===== config.mk =====
export PLATFORM = sky130hd
export DESIGN_NAME = ibex_mem_arbiter
export DESIGN_NICKNAME = d
export VERILOG_FILES = /design/src/rtl/ibex_pkg.sv /design/src/rtl/ibex_mem_arb_src_fifo.sv /design/src/rtl/ibex_mem_arbiter.sv
export SDC_FILE = /design/constraint.sdc
export NUM_CORES = 1
export LEC_CHECK = 0
export BUFFER_PORTS_ARGS = -buffer_cell sky130_fd_sc_hd__buf_4
export CORE_AREA = 2 2 123 125
export DETAILED_ROUTE_END_ITERATION = 10
export DIE_AREA = 0 0 125 127
export GPL_TIMING_DRIVEN = 0
export SETUP_SLACK_MARGIN = 0.4
export SYNTH_ARGS = -nofsm -noshare
export SYNTH_HDL_FRONTEND = slang
export SYNTH_HIERARCHICAL = 1
export SYNTH_SLANG_ARGS = --single-unit

===== constraint.sdc =====
create_clock -name clk_i -period 2 [get_ports clk_i]
set_input_delay 0 -clock clk_i [delete_from_list [all_inputs] [get_ports clk_i]]
set_output_delay 0 -clock clk_i [all_outputs]
set_load 0.02 [all_outputs]

===== src/rtl/ibex_pkg.sv =====
// Shared types for the Ibex memory-port arbiter: source identifiers and a
// helper to name the opposite source.
package ibex_pkg;

  typedef enum logic {
    MemArbSrcInstr = 1'b0,
    MemArbSrcData  = 1'b1
  } mem_arb_src_e;

  function automatic mem_arb_src_e mem_arb_other(input mem_arb_src_e src);
    return (src == MemArbSrcData) ? MemArbSrcInstr : MemArbSrcData;
  endfunction

endpackage


===== src/rtl/ibex_mem_arb_src_fifo.sv =====
// In-order FIFO of 1-bit source IDs, one entry per granted bus transaction
// still waiting for its response.
module ibex_mem_arb_src_fifo
  import ibex_pkg::*;
#(
  parameter int unsigned Depth = 2,
  localparam int unsigned PtrW = (Depth > 1) ? $clog2(Depth) : 1,
  localparam int unsigned CntW = $clog2(Depth + 1)
) (
  input  logic            clk_i,
  input  logic            rst_ni,
  input  logic            push,
  input  mem_arb_src_e    wdata,
  input  logic            pop,
  output mem_arb_src_e    head,
  output logic [CntW-1:0] count
);

  mem_arb_src_e        mem [Depth];
  logic     [PtrW-1:0] wr_ptr, rd_ptr;

  function automatic logic [PtrW-1:0] ptr_inc(input logic [PtrW-1:0] p);
    return (p == PtrW'(Depth - 1)) ? '0 : p + 1'b1;
  endfunction

  // NOTE: storage is deliberately not reset; count gates every use of head,
  // so stale entries are never observed.
  always_ff @(posedge clk_i) begin
    if (push) mem[wr_ptr] <= wdata;
  end

  always_ff @(posedge clk_i or negedge rst_ni) begin
    if (!rst_ni) begin
      wr_ptr <= '0;
      rd_ptr <= '0;
      count  <= '0;
    end else begin
      if (push) wr_ptr <= ptr_inc(wr_ptr);
      if (pop)  rd_ptr <= ptr_inc(rd_ptr);
      if (push && !pop)      count <= count + 1'b1;
      else if (pop && !push) count <= count - 1'b1;
    end
  end

  assign head = mem[rd_ptr];

endmodule


===== src/rtl/ibex_mem_arbiter.sv =====
// Merges instruction-fetch and data ports onto one memory port with locked
// round-robin arbitration; responses are routed back by an in-order source FIFO.
module ibex_mem_arbiter
  import ibex_pkg::*;
#(
  parameter int unsigned MaxOutstanding = 2,
  parameter logic [6:0]  IdleWdataIntg  = 7'h00
) (
  input  logic        clk_i,
  input  logic        rst_ni,

  input  logic        instr_req_i,
  output logic        instr_gnt_o,
  output logic        instr_rvalid_o,
  input  logic [31:0] instr_addr_i,
  output logic [31:0] instr_rdata_o,
  output logic [6:0]  instr_rdata_intg_o,
  output logic        instr_err_o,

  input  logic        data_req_i,
  output logic        data_gnt_o,
  output logic        data_rvalid_o,
  input  logic        data_we_i,
  input  logic [3:0]  data_be_i,
  input  logic [31:0] data_addr_i,
  input  logic [31:0] data_wdata_i,
  input  logic [6:0]  data_wdata_intg_i,
  output logic [31:0] data_rdata_o,
  output logic [6:0]  data_rdata_intg_o,
  output logic        data_err_o,

  output logic        bus_req_o,
  input  logic        bus_gnt_i,
  input  logic        bus_rvalid_i,
  output logic        bus_we_o,
  output logic [3:0]  bus_be_o,
  output logic [31:0] bus_addr_o,
  output logic [31:0] bus_wdata_o,
  output logic [6:0]  bus_wdata_intg_o,
  input  logic [31:0] bus_rdata_i,
  input  logic [6:0]  bus_rdata_intg_i,
  input  logic        bus_err_i,
  output logic        spurious_rvalid_o
);

  localparam int unsigned CntW = $clog2(MaxOutstanding + 1);

  mem_arb_src_e    sel, rr_q, lock_src_q, head;
  logic            lock_q, spurious_q;
  logic            sel_req, not_full, push, pop, outstanding;
  logic [CntW-1:0] cnt;

  // A locked request keeps its source until granted; otherwise a lone
  // requester wins and ties (or idle) fall to the preferred source.
  // NOTE: every combinational output gets a default first so no latch is inferred.
  always_comb begin
    sel = rr_q;
    if (lock_q)                        sel = lock_src_q;
    else if (instr_req_i && !data_req_i) sel = MemArbSrcInstr;
    else if (data_req_i && !instr_req_i) sel = MemArbSrcData;
  end

  assign sel_req     = (sel == MemArbSrcData) ? data_req_i : instr_req_i;
  assign not_full    = cnt < CntW'(MaxOutstanding);
  assign outstanding = cnt != '0;
  assign bus_req_o   = sel_req & not_full;
  assign push        = bus_req_o & bus_gnt_i;
  assign pop         = bus_rvalid_i & outstanding;

  assign instr_gnt_o = push & (sel == MemArbSrcInstr);
  assign data_gnt_o  = push & (sel == MemArbSrcData);

  always_comb begin
    bus_we_o         = 1'b0;
    bus_be_o         = 4'hF;
    bus_addr_o       = instr_addr_i;
    bus_wdata_o      = '0;
    bus_wdata_intg_o = IdleWdataIntg;
    if (sel == MemArbSrcData) begin
      bus_we_o         = data_we_i;
      bus_be_o         = data_be_i;
      bus_addr_o       = data_addr_i;
      bus_wdata_o      = data_wdata_i;
      bus_wdata_intg_o = data_wdata_intg_i;
    end
  end

  // NOTE: all sequential state uses non-blocking assignments so every flop
  // samples the pre-edge values of its peers.
  always_ff @(posedge clk_i or negedge rst_ni) begin
    if (!rst_ni) begin
      lock_q     <= 1'b0;
      lock_src_q <= MemArbSrcInstr;
      rr_q       <= MemArbSrcData;
      spurious_q <= 1'b0;
    end else begin
      if (bus_req_o && !bus_gnt_i) begin
        lock_q     <= 1'b1;
        lock_src_q <= sel;
      end else if (push) begin
        lock_q     <= 1'b0;
      end
      if (push) rr_q <= mem_arb_other(sel);
      spurious_q <= bus_rvalid_i & ~outstanding;
    end
  end

  ibex_mem_arb_src_fifo #(.Depth(MaxOutstanding)) u_src_fifo (
    .clk_i  (clk_i),
    .rst_ni (rst_ni),
    .push   (push),
    .wdata  (sel),
    .pop    (pop),
    .head   (head),
    .count  (cnt)
  );

  assign instr_rvalid_o     = pop & (head == MemArbSrcInstr);
  assign data_rvalid_o      = pop & (head == MemArbSrcData);
  assign instr_rdata_o      = bus_rdata_i;
  assign instr_rdata_intg_o = bus_rdata_intg_i;
  assign instr_err_o        = bus_err_i;
  assign data_rdata_o       = bus_rdata_i;
  assign data_rdata_intg_o  = bus_rdata_intg_i;
  assign data_err_o         = bus_err_i;
  assign spurious_rvalid_o  = spurious_q;

endmodule


==> metrics.md <==
| Metric | Value |
|---|---|
| Worst skew pair latency | between 0.2 and 0.25 ns |
| Commonest cells after routing, fill and taps aside | 305 x buf_4, 60 x buf_6, 39 x and2_4, 28 x mux2_4 |
| CTS Root Buffer Type | clkbuf_16 |
| Relative slew slack | 77.7% |
| DP Area | 4230 µm² |
| Worst-Margin Slew | between 0.3 and 0.4 ns |
| Detailed Routing Iterations Pass 1 | 4 |
| Synth warn | 6 |
| Slew Limit Fails | 0 |
| Drt wl/cell | ~13 µm |
| CP cell instances | nor2_1 > o31a_1 > buf_12 > buf_12 > mux2_4 > buf_4 |
| Worst path bufs/invs | 3 |
| Reg-to-reg slack, setup | 0.34 ns |
| Crit-path max FO | 9 |
| Initial core utilization | 13.4% |
| Largest net degree at the start of global routing | 12 |
| Commonest non-fill, non-tap cell in the layout | buf_4 |
| Chip width | around 130 µm |
| H-tree levels | 1 |
| Area grow syn2layout | 159% |
| Dpl ws | roughly 0.25 ns |
| Worst setup SP type | register |
| Outcome | finished, final reports clean |
| CTS tree | yes |
| Most used cell, CP | buf_12 |
| Final period util | roughly 95% |
| Yosys reg bits | 10 |
| Chip height | roughly 130 µm |
| CP arrival | approximately 1.9 ns |
| Setup TNS Final | 0 ns |
| Fin. Hold Viols | 0 |
| Layout Cells excl Fill | approximately 690 |
| GP Congestion | roughly 0.83 |
| Reg2reg end | rr_q |
| Diodes inserted | 0 |
| TritonCTS Buffers | 3 |
| Worst hold stages | 2 |
| WP depth | 6 |
| Syn_nets | 365 |
| Final worst setup slack | about 0.11 ns |
| Critical-path top delay cell | dfstp_2 |
| RSZ-0062 raised after global routing | true |
| Post-DRT Antenna Nets | 0 |
| All-Layer GR Usage | between 8 and 9% |
| Worst Reg-to-Reg Cells | 6 |
| Sequential area share after synthesis | between 10% and 20% |
| Clk sinks | 10 |
| Max-cap viol count | 0 |
| Critical Path End Type | output pin |
| Leakage | around 2.7 nW |
| Filler cell count | approximately 1400 |
| Worst r2r src | rr_q |
| Placed insts | 669 |
| Worst-path clk slew | 0.04 ns |
| HP Start | bus_rvalid_i |
| Cells after Synth | between 200 and 250 |
| Layout cells sized above 1 | between 90 and 100% |
| CP max stage delay | ~0.53 ns |
| End of the worst hold path | spurious_rvalid_o |
| IO Count | around 320 |
| Final nets | approximately 660 |
| Synth unique cells | 26 |
| First DRT Iteration DRCs | 46 |
| Num rows | 44 |
| CP Launch Point | rr_q |
| CP delay by family, top | flip-flops |
| Core region area | 14400 µm² |
| Drt via density | roughly 3.6 |
| Via count | about 2500 |
| WL final | slightly above 9000 µm |
| Vias in the first global route | around 2500 |
| Gr ovfl total | 0 |
| Fin crit period | 1.89 ns |
| Synth Area per Inst | between 9 and 10 µm² |
| Worst setup path class | register to output pin |
| Global-route wire length before repair | about 12000 µm |
| Peak supply drop | 0.738 mV |
| CTS max path bufs | 2 |
| Worst endpoint required time | approximately 2.0 ns |
| Die area | around 16000 µm² |
| Final Skew | 0.00423 ns |
| Total power | between 6 and 7 mW |
| Initial antenna violation count | 0 |
| Port-buffer cells | 275 |
| Cell Area, Synth | just under 2000 µm² |
| Post-DP HPWL | approximately 7400 µm |
| DR DRC count | 0 |
| Cell area after layout | ~5000 µm² |
| Setup violations, final | 0 |
| FMAX | between 500 and 600 MHz |
| Hold Path Class | input port to register |
| P per Cell Area | approximately 1200 nW/µm² |
-- where the power goes --
| part | leakage, nW | internal (mW) | switching, mW | total [mW] |
|---|---|---|---|---|
| Clock | 0.0382 | 0.266 | 0.0867 | 0.353 |
| Sequential | 0.113 | 0.313 | 0.0890 | 0.402 |
| Combinational | 2.57 | 3.04 | 2.23 | 5.26 |
-- flip-flops by register name, indices dropped and copies added (netlist names) --
register           count
rr_q                   1
spurious_rvalid_o      1
u_src_fifo/mem         2
u_src_fifo/wr_ptr      1
u_src_fifo/count       2
u_src_fifo/rd_ptr      1
lock_src_q             1
lock_q                 1
-- cell type report --
type	instances	area [µm²]	area share, %
repair buffers	293	2520	50.3
multi-input cells	107	1130	22.5
plain buffers	89	761	15.2
flip-flops and latches	10	262	5.23
well taps	184	230	4.60
clock buffers	4	78.8	1.58
inverters	4	27.5	0.550
-- cells by family (layout without fill, tap and decap cells) --
| kind of cell | after synthesis | in the layout | share of synthesized area (%) |
|---|---|---|---|
| flops | 10 | 10 | 13.5 |
| xor+xnor | 5 | 5 | 2.27 |
| simple gates | 60 | 60 | 18.8 |
| mux | 35 | 35 | 25.8 |
| buf+inv | 93 | 390 | 36.8 |
| fa+ha+maj | 1 | 1 | 0.647 |
| compound gates | 6 | 6 | 2.14 |
-- layer usage --
metal	global-route usage (%)	share of wire [%]	vias to the layer above	routed length, µm
met5	0	0	-	0
met4	1.18	0.39	0	36
met3	1.72	7.4	4	674
met2	19.1	59	151	5360
met1	9.18	33	1157	3050
li1	-	-	1189	-
-- worst max path at each step --
stage	endpoint	slack (ns)
2_1_floorplan	u_src_fifo/count[1]	0.44
3_3_place_gp	bus_wdata_o[8]	0.29
3_5_place_dp	u_src_fifo/count[1]	0.25
4_1_cts	bus_addr_o[23]	0.11
5_1_grt	bus_addr_o[10]	0.07
6_report	bus_addr_o[23]	0.11
-- cells in the mapped netlist --
| library cell | number | share of area (%) |
|---|---|---|
| buf_4 | 80 | 31 |
| and2_1 | 42 | 14 |
| mux2_4 | 28 | 22 |
| buf_6 | 8 | 4.7 |
| dfrtp_1 | 7 | 9.1 |
| mux2_2 | 7 | 4.1 |
| nand2b_1 | 5 | 1.6 |
| nor2_1 | 4 | 0.78 |
| xor2_1 | 4 | 1.8 |
| inv_2 | 3 | 0.58 |
| a21oi_1 | 2 | 0.52 |
| edfxtp_1 | 2 | 3.1 |
| nand2_1 | 2 | 0.39 |
| nor2b_1 | 2 | 0.65 |
| nor3b_1 | 2 | 0.78 |
| o21a_1 | 2 | 0.78 |
| a21o_1 | 1 | 0.39 |
| and3b_1 | 1 | 0.45 |
| buf_2 | 1 | 0.26 |
| dfstp_2 | 1 | 1.4 |
| ha_1 | 1 | 0.65 |
| inv_1 | 1 | 0.19 |
| nor3_1 | 1 | 0.26 |
| nor4_1 | 1 | 0.32 |
| o31a_1 | 1 | 0.45 |
| xnor2_1 | 1 | 0.45 |
-- worst register-to-register path, stage by stage, from the launching register on --
cell,delay [ns]
dfstp_2,0.53
nor2_1,0.04
o31a_1,0.30
buf_12,0.16
buf_12,0.16
buf_12,0.13
mux2_2,0.25
-- timing repair --
item / in CTS / in global routing
pin swaps: 4 / 37
gates resized for setup: 17 / 124
setup endpoints to repair: 80 / 81
hold buffers: 1 / 0
buffers inserted: 7 / 4
cloned: 2 / 4
hold endpoints to repair: 8 / 0
-- per-stage QoR --
stage          utilization [%]  hold slack, ns
3_3_place_gp              29.3          -0.177
2_1_floorplan                -          -0.296
3_5_place_dp              29.3          -0.172
6_report                  34.7          0.0552
4_1_cts                   31.0          0.0514
5_1_grt                   34.7          0.0658
No activity file was read; power rests on OpenSTA's default activity.
